**src/rtl/sensor_debounce.sv**
```systemverilog
// Two-channel reed-switch conditioner: synchroniser, stable-time qualifier,
// minimum-active lockout and saturating glitch statistics per channel.
module sensor_debounce #(
    parameter int DEBOUNCE = 32,
    parameter int LOCKOUT  = 656,
    parameter int CNT_W    = 16
) (
    input  logic       HCLK,
    input  logic       HRESET,
    input  logic       nFork_raw,
    input  logic       nCrank_raw,
    input  logic       glitch_clear,
    output logic       nFork,
    output logic       nCrank,
    output logic       fork_press,
    output logic       crank_press,
    output logic [7:0] fork_glitches,
    output logic [7:0] crank_glitches
);

    typedef enum logic [1:0] {
        IDLE    = 2'd0,
        QUAL_LO = 2'd1,
        ACTIVE  = 2'd2,
        QUAL_HI = 2'd3
    } state_t;

    localparam logic [CNT_W-1:0] CNT_ZERO = {CNT_W{1'b0}};
    localparam logic [CNT_W-1:0] CNT_ONE  = {{(CNT_W-1){1'b0}}, 1'b1};
    localparam logic [CNT_W-1:0] DEB_LAST = CNT_W'(DEBOUNCE - 1);
    localparam logic [CNT_W-1:0] LOCK_MAX = CNT_W'(LOCKOUT);

    function automatic logic [7:0] sat_inc8(input logic [7:0] value);
        sat_inc8 = (value == 8'hFF) ? value : value + 8'd1;
    endfunction

    logic [1:0] raw_s;
    assign raw_s = {nCrank_raw, nFork_raw};

    for (genvar ch = 0; ch < 2; ch++) begin : g_ch
        logic             s1_r;
        logic             s2_r;
        state_t           state_r;
        logic [CNT_W-1:0] cnt_r;
        logic             out_r;
        logic             press_r;
        logic [7:0]       glitch_r;

        // Two-flop synchroniser; idles high so reset release shows no edge.
        always_ff @(posedge HCLK) begin
            if (HRESET) begin
                s1_r <= 1'b1;
                s2_r <= 1'b1;
            end else begin
                s1_r <= raw_s[ch];
                s2_r <= s1_r;
            end
        end

        // Qualification / lockout FSM with registered level, strobe and glitch count.
        always_ff @(posedge HCLK) begin
            if (HRESET) begin
                state_r  <= IDLE;
                cnt_r    <= CNT_ZERO;
                out_r    <= 1'b1;
                press_r  <= 1'b0;
                glitch_r <= 8'd0;
            end else begin
                press_r <= 1'b0;
                case (state_r)
                    IDLE: begin
                        if (!s2_r) begin
                            state_r <= QUAL_LO;
                            cnt_r   <= CNT_ONE;
                        end
                    end
                    QUAL_LO: begin
                        if (s2_r) begin
                            state_r <= IDLE;
                        end else if (cnt_r == DEB_LAST) begin
                            state_r <= ACTIVE;
                            out_r   <= 1'b0;
                            press_r <= 1'b1;
                            cnt_r   <= CNT_ZERO;
                        end else begin
                            cnt_r <= cnt_r + CNT_ONE;
                        end
                    end
                    ACTIVE: begin
                        // Release is only considered once the lockout has run out.
                        if (s2_r && (cnt_r >= LOCK_MAX)) begin
                            state_r <= QUAL_HI;
                            cnt_r   <= CNT_ONE;
                        end else if (cnt_r < LOCK_MAX) begin
                            cnt_r <= cnt_r + CNT_ONE;
                        end
                    end
                    QUAL_HI: begin
                        if (!s2_r) begin
                            state_r <= ACTIVE;
                            cnt_r   <= LOCK_MAX;
                        end else if (cnt_r == DEB_LAST) begin
                            state_r <= IDLE;
                            out_r   <= 1'b1;
                        end else begin
                            cnt_r <= cnt_r + CNT_ONE;
                        end
                    end
                    default: begin
                        state_r <= IDLE;
                        cnt_r   <= CNT_ZERO;
                        out_r   <= 1'b1;
                    end
                endcase

                // Clear takes priority over a coincident rejected excursion.
                if (glitch_clear) begin
                    glitch_r <= 8'd0;
                end else if ((state_r == QUAL_LO) && s2_r) begin
                    glitch_r <= sat_inc8(glitch_r);
                end
            end
        end
    end

    assign nFork          = g_ch[0].out_r;
    assign nCrank         = g_ch[1].out_r;
    assign fork_press     = g_ch[0].press_r;
    assign crank_press    = g_ch[1].press_r;
    assign fork_glitches  = g_ch[0].glitch_r;
    assign crank_glitches = g_ch[1].glitch_r;

endmodule

```
**config.mk**
```make
export PLATFORM = sky130hd
export DESIGN_NAME = sensor_debounce
export DESIGN_NICKNAME = d
export VERILOG_FILES = /design/src/rtl/sensor_debounce.sv
export SDC_FILE = /design/constraint.sdc
export NUM_CORES = 1
export LEC_CHECK = 0
export BUFFER_PORTS_ARGS = -buffer_cell sky130_fd_sc_hd__buf_2
export CAP_MARGIN = 5
export CORE_MARGIN = 2
export CORE_UTILIZATION = 25
export CTS_CLUSTER_SIZE = 30
export DETAILED_ROUTE_END_ITERATION = 10
export GPL_TIMING_DRIVEN = 0
export MAX_ROUTING_LAYER = met4
export PLACE_DENSITY = 0.44
export RECOVER_POWER = 25
export SETUP_SLACK_MARGIN = 0.2
export SLEW_MARGIN = 25
export SYNTH_ARGS = -nofsm -noshare
export SYNTH_HDL_FRONTEND = slang
export SYNTH_SLANG_ARGS = --single-unit
```
**constraint.sdc**
```tcl
create_clock -name HCLK -period 3.1 [get_ports HCLK]
set_input_delay 0.31 -clock HCLK [delete_from_list [all_inputs] [get_ports HCLK]]
set_output_delay 0.31 -clock HCLK [all_outputs]
set_load 0.05 [all_outputs]
```
-- After elaboration in Yosys (flattened, before gate mapping)
Cells that the tools add are included.
- flip-flop bits (word level): 60
- bits of input ports: 5
- output and inout port bits: 20
- word-level logic and storage cells: 117
- equal/unequal tests: 30
- reductions and logical operators: 19
- bitwise logic cells: 4
- $lt $le $gt $ge: 4
- $add $sub $neg: 4
- mux-type cells: 42
- operators with widths (kind ; number):
    $mux W16 ; 14
    $pmux W16 S4 ; 2
    $add A16 B1 Y16 const B ; 2
    $eq A16 B5 Y1 const B ; 2
    $ge A16 B10 Y1 const B ; 2
    $lt A16 B10 Y1 const B ; 2
    $mux W2 ; 12
    $ne A2 B2 Y1 const B ; 12
    $ne A3 B3 Y1 const B ; 8
    $add A8 B1 Y8 const B ; 2
    $eq A8 B8 Y1 const B ; 2
    $pmux W2 S4 ; 2
    $reduce_and A4 Y1 ; 4
    $mux W1 ; 10
    $reduce_and A5 Y1 ; 2
    $eq A2 B2 Y1 const B ; 4
    $reduce_or A3 Y1 ; 2
    $eq A2 B1 Y1 const B ; 2
    $logic_and A1 B1 Y1 ; 4
    $logic_not A2 Y1 ; 2
    $not A1 Y1 ; 4
    $pmux W1 S2 ; 2
    $reduce_and A2 Y1 ; 2
    $reduce_bool A2 Y1 ; 2
    $reduce_or A2 Y1 ; 1

-- Longest topological paths before layout
- depth after elaboration: 4
- depth in mapped cells: 9
- mapped depth without buffers: 7

-- Worst setup path after synthesis
Ideal clock, no wire load.
- kind: register -> register
- start: register g_ch[1].glitch_r[0] (netlist: crank_glitches[0])
- end: register g_ch[1].glitch_r[7] (netlist: crank_glitches[7])
- data arrival time: 1913 ps
- data required time: 3030 ps
- path slack: 1117 ps
- buffers on the path: 0
- library setup time: 70 ps
- clock period less this slack: 1983 ps
- stages on the path, launching flop included: 8
- cells stage by stage: dfxtp_1 > ha_1 > nand3_1 > nor2_1 > nor3_2 > nand4_1 > or3_1 > a21oi_1
- longest elaborated chain between the ends: 3
- elaborated cells on any way between the ends: 4
- classes of those cells: add/sub: 1; eq/ne: 1; bitwise: 1; reduce/logical: 1
- ends and longest elaborated chain (what ; RTL line ; text):
    start, declared ; 47 ; logic [7:0] glitch_r;
    start signal, assigned ; 120 ; glitch_r <= sat_inc8(glitch_r);
    branches (longest 3 deep; another with $add A8 B1 Y8) ; -- ;
Several ways; the timed one is not identified.
A chain may end at the register's enable or synchronous reset.

-- Final worst setup path
- start: register g_ch[0].cnt_r[0]
- end: register g_ch[0].cnt_r[3]
- longest elaborated chain between the ends: 4
- elaborated cells on any way between the ends: 15
- classes of those cells: add/sub: 1; order compare: 2; eq/ne: 3; mux: 7; reduce/logical: 2
- ends and longest elaborated chain (what ; RTL line ; text):
    start, declared ; 44 ; logic [CNT_W-1:0] cnt_r;
    start signal, assigned ; 86 ; cnt_r <= cnt_r + CNT_ONE;
    start signal, assigned ; 95 ; cnt_r <= cnt_r + CNT_ONE;
    start signal, assigned ; 106 ; cnt_r <= cnt_r + CNT_ONE;
    $add A16 B1 Y16, or another cell as far along ; 86, 95, 106 ;
    $mux W16, or another cell as far along ; 102 ; end else if (cnt_r == DEB_LAST) begin
    $mux W16, or another cell as far along ; 99 ; if (!s2_r) begin
    $pmux W16 S4 or $reduce_and A4 Y1 (tied branches) ; -- ;
Parallel ways exist; a longest one is shown, timed or not. The select of a mux whose other input is x is not followed.

==> flow_metrics.env <==
export IMPL_antenna_found_initial=0
export IMPL_port_buffers=24
export IMPL_drc=0
export IMPL_clkTransAtPathRegs_ns=0.06
export IMPL_synthArstFlopShare=0
export IMPL_min_from="nFork_raw"
export IMPL_worstMarginPinSlew_ns=0.616
export IMPL_drt_wl_total_um=8350
export IMPL_ys_warn_count=0
export IMPL_regToRegEndpoint="g_ch[0].cnt_r[3]"
export IMPL_synth_top_area_share=0.364
export IMPL_r2r_setup_slack_ns=0.76
export IMPL_reg2reg_depth=8
export IMPL_gp_congestion=0.800
export IMPL_hold_violations=0
export IMPL_start_util=0.259
export IMPL_nets=451
export IMPL_ios=25
export IMPL_grt_max_degree=11
export IMPL_cp_max_fo=7
export IMPL_seqPwrFrac=0.417
export IMPL_cts_max_level=3
export IMPL_rsz0062_at_grt="no"
export IMPL_powerDensity_nw_per_um2=480
export IMPL_post_cts_buffers=0
export IMPL_grt_pass1_vias=2787
export IMPL_drive_gt1_frac=0.128
export IMPL_cts_sinks=60
export IMPL_min_path_cells=2
export IMPL_holdBufCountCts=0
export IMPL_hp_class="input port to flip-flop"
export IMPL_synth_top_area_cell="dfxtp_1"
export IMPL_period_share=0.754
export IMPL_n_fill_cell=1398
export IMPL_tns_ns=0
export IMPL_fin_skew_ns=0.00696
export IMPL_dr_pass1_iters=4
export IMPL_synth_area_per_cell_sq_um=8.16
export IMPL_dpl_hpwl_um=5940
export IMPL_worstSetupStartpoint="g_ch[0].cnt_r[0]"
export IMPL_fp_row_count=41
export IMPL_placed_area_sq_um=3640
export IMPL_power_switching_mw=0.420
export IMPL_fp_dieH_um=119
export IMPL_overflow=0
export IMPL_grt_pass1_wl_um=14200
export IMPL_grt_total_usage=0.129
export IMPL_cp_arrival_ns=2.57
export IMPL_clkPwrFrac=0.545
export IMPL_cp_end_kind="flip-flop"
export IMPL_fp_dieW_um=119
export IMPL_clock_root_buffer="clkbuf_16"
export IMPL_drtIter0Drc=92
export IMPL_synth_cell_type_count=55
export IMPL_yosysSeqAreaShare=0.364
export IMPL_synth_area_sq_um=3300
export IMPL_ir_worst_vdd_v=0.000253
export IMPL_final_cell_area_sq_um=3920
export IMPL_reg2reg_from="g_ch[0].cnt_r[0]"
export IMPL_crit_type="flip-flop to flip-flop"
export IMPL_cts_tree="done"
export IMPL_slew_headroom=0.591
export IMPL_synth_seq_cells=60
export IMPL_dieArea_sq_um=14100
export IMPL_required_ns=3.34
export IMPL_insertion_delay_ns=0.34
export IMPL_ant_nets=0
export IMPL_swShare=0.223
export IMPL_synth_area_leaders="dfxtp_1 36%, nor2_1 6.9%, xor2_1 6.6%"
export IMPL_synthesis_instances=405
export IMPL_finalPower_mw=1.88
export IMPL_cp_start_kind="flip-flop"
export IMPL_cts_resized=0
export IMPL_p_comb_frac=0.038
export IMPL_synth_top_cells_by_count="61 x nor2_1, 60 x dfxtp_1, 27 x nand2_1"
export IMPL_setup_viol_count_final=0
export IMPL_internal_power_mw=1.46
export IMPL_wl_per_cell_um=13.5
export IMPL_total_leakage_power_nw=1.37
export IMPL_synth_edf_count=0
export IMPL_cap_violations=0
export IMPL_outcome="finished, final reports clean"
export IMPL_fmax_mhz=428
export IMPL_cts_buffers_inserted=9
export IMPL_syn2layout_area_growth_pct=18.7
export IMPL_antennaDiodeCount=0
export IMPL_vias=2977
export IMPL_syn_num_nets=416
export IMPL_synthFlopType="dfxtp_1"
export IMPL_whs_endpoint="g_ch[0].s1_r"
export IMPL_yosysMostFrequentCell="nor2_1"
export IMPL_finalWorstSetupSlack_ns=0.764
export IMPL_period_minus_slack_ns=2.34
export IMPL_cts_buffer_depth=2
export IMPL_dp_slack_ns=0.763
export IMPL_finalMaxSlewViolations=0
export IMPL_via_per_inst=4.82
export IMPL_coreArea_sq_um=12800
metrics by stage:
step,instances,hold WS [ns],utilization
detailed placement,601,0.392,0.285
finish,617,0.165,0.307
floorplan,405,0.379,-
CTS,617,0.147,0.309
global route,617,0.154,0.307
global placement,601,0.390,0.285
state kept, by name (all words and copies together), names as in the netlist, named ones only:
name,flops
g_ch.cnt_r,32
crank_glitches,8
fork_glitches,8
g_ch.s1_r,2
g_ch.s2_r,2
g_ch.state_r,2
crank_press,1
fork_press,1
nCrank,1
nFork,1
routing by layer:
layer / track usage / vias to the layer above / share of wire
met5: - / - / 0
met4: 0.0751 / 0 / 0.029
met3: 0.0283 / 16 / 0.036
met2: 0.181 / 52 / 0.43
met1: 0.169 / 1386 / 0.50
li1: - / 1523 / -
final cells by class:
| class | count | area (sq um) | share of cell area |
|---|---|---|---|
| Clock inverter | 4 | 47.5 | 0.0121 |
| Multi-Input combinational cell | 309 | 1940 | 0.494 |
| Sequential cell | 60 | 1200 | 0.306 |
| Clock buffer | 12 | 256 | 0.0654 |
| Inverter | 12 | 45.0 | 0.0115 |
| Buffer | 24 | 119 | 0.0303 |
| Tap cell | 172 | 215 | 0.0549 |
| Timing Repair Buffer | 24 | 98.8 | 0.0252 |
worst max-delay path, cell delays in order (launching register included):
cell and delay, ns:
dfxtp_1 0.34, ha_1 0.24, and3_1 0.24, and4_1 0.19, buf_2 0.17, a31oi_2 0.41
nand2_2 0.21, a22o_1 0.27, a21o_1 0.16
worst max-delay path by stage:
stage / to / slack, ns / cells past startpoint
after detailed placement: g_ch[0].cnt_r[3] / 0.76 / 8
after CTS: g_ch[0].cnt_r[3] / 0.76 / 8
after global placement: g_ch[0].cnt_r[3] / 0.76 / 8
final: g_ch[0].cnt_r[3] / 0.76 / 8
after global routing: g_ch[0].cnt_r[3] / 0.63 / 8
after floorplan: crank_glitches[7] / 1.12 / 7
layout by cell type (no fill, tap or decap), types with 3 or more instances in the layout:
| cell | Yosys | final |
|---|---|---|
| or3_1 | 5 | 5 |
| nand2_1 | 27 | 27 |
| o2111ai_1 | 3 | 3 |
| nor4_1 | 4 | 4 |
| xor2_1 | 25 | 25 |
| or2_2 | 6 | 6 |
| nor3_1 | 12 | 12 |
| o211ai_2 | 6 | 6 |
| nand4_1 | 11 | 11 |
| a21oi_1 | 18 | 18 |
| buf_2 | 7 | 14 |
| nor4b_1 | 4 | 4 |
| o22ai_1 | 5 | 5 |
| clkbuf_1 | 13 | 31 |
| nand3_1 | 23 | 23 |
| and4_1 | 7 | 7 |
| o21ai_0 | 20 | 20 |
| ha_1 | 6 | 6 |
| and3_1 | 7 | 7 |
| dfxtp_1 | 60 | 60 |
| o211ai_1 | 5 | 5 |
| clkbuf_16 | 0 | 9 |
| nor2b_1 | 4 | 4 |
| a31oi_1 | 6 | 6 |
| nor2_1 | 61 | 61 |
| inv_1 | 10 | 10 |
| xnor2_1 | 11 | 11 |
power groups by stage:
stage / sequential (mW) / combinational (mW) / clock, mW
after global routing: 0.785 / 0.0804 / 1.09
after CTS: 0.784 / 0.0745 / 1.06
final: 0.784 / 0.0712 / 1.02
after floorplan: 0.809 / 0.0423 / 0
after global placement: 0.801 / 0.0745 / 0
after detailed placement: 0.801 / 0.0741 / 0
cells by family (layout without fill, tap and decap cells):
logic type / Yosys count / after routing / share of synthesized area
XOR/XNOR: 36 / 36 / 0.0955
AND/OR/NAND/NOR: 178 / 178 / 0.270
multiplexers: 3 / 3 / 0.00947
AO/OA/AOI/OAI: 85 / 85 / 0.186
flip-flops: 60 / 60 / 0.364
buffers and inverters: 36 / 76 / 0.0496
adder cells (fa/ha/maj): 7 / 7 / 0.0258
(Power assumes the default switching activity.)
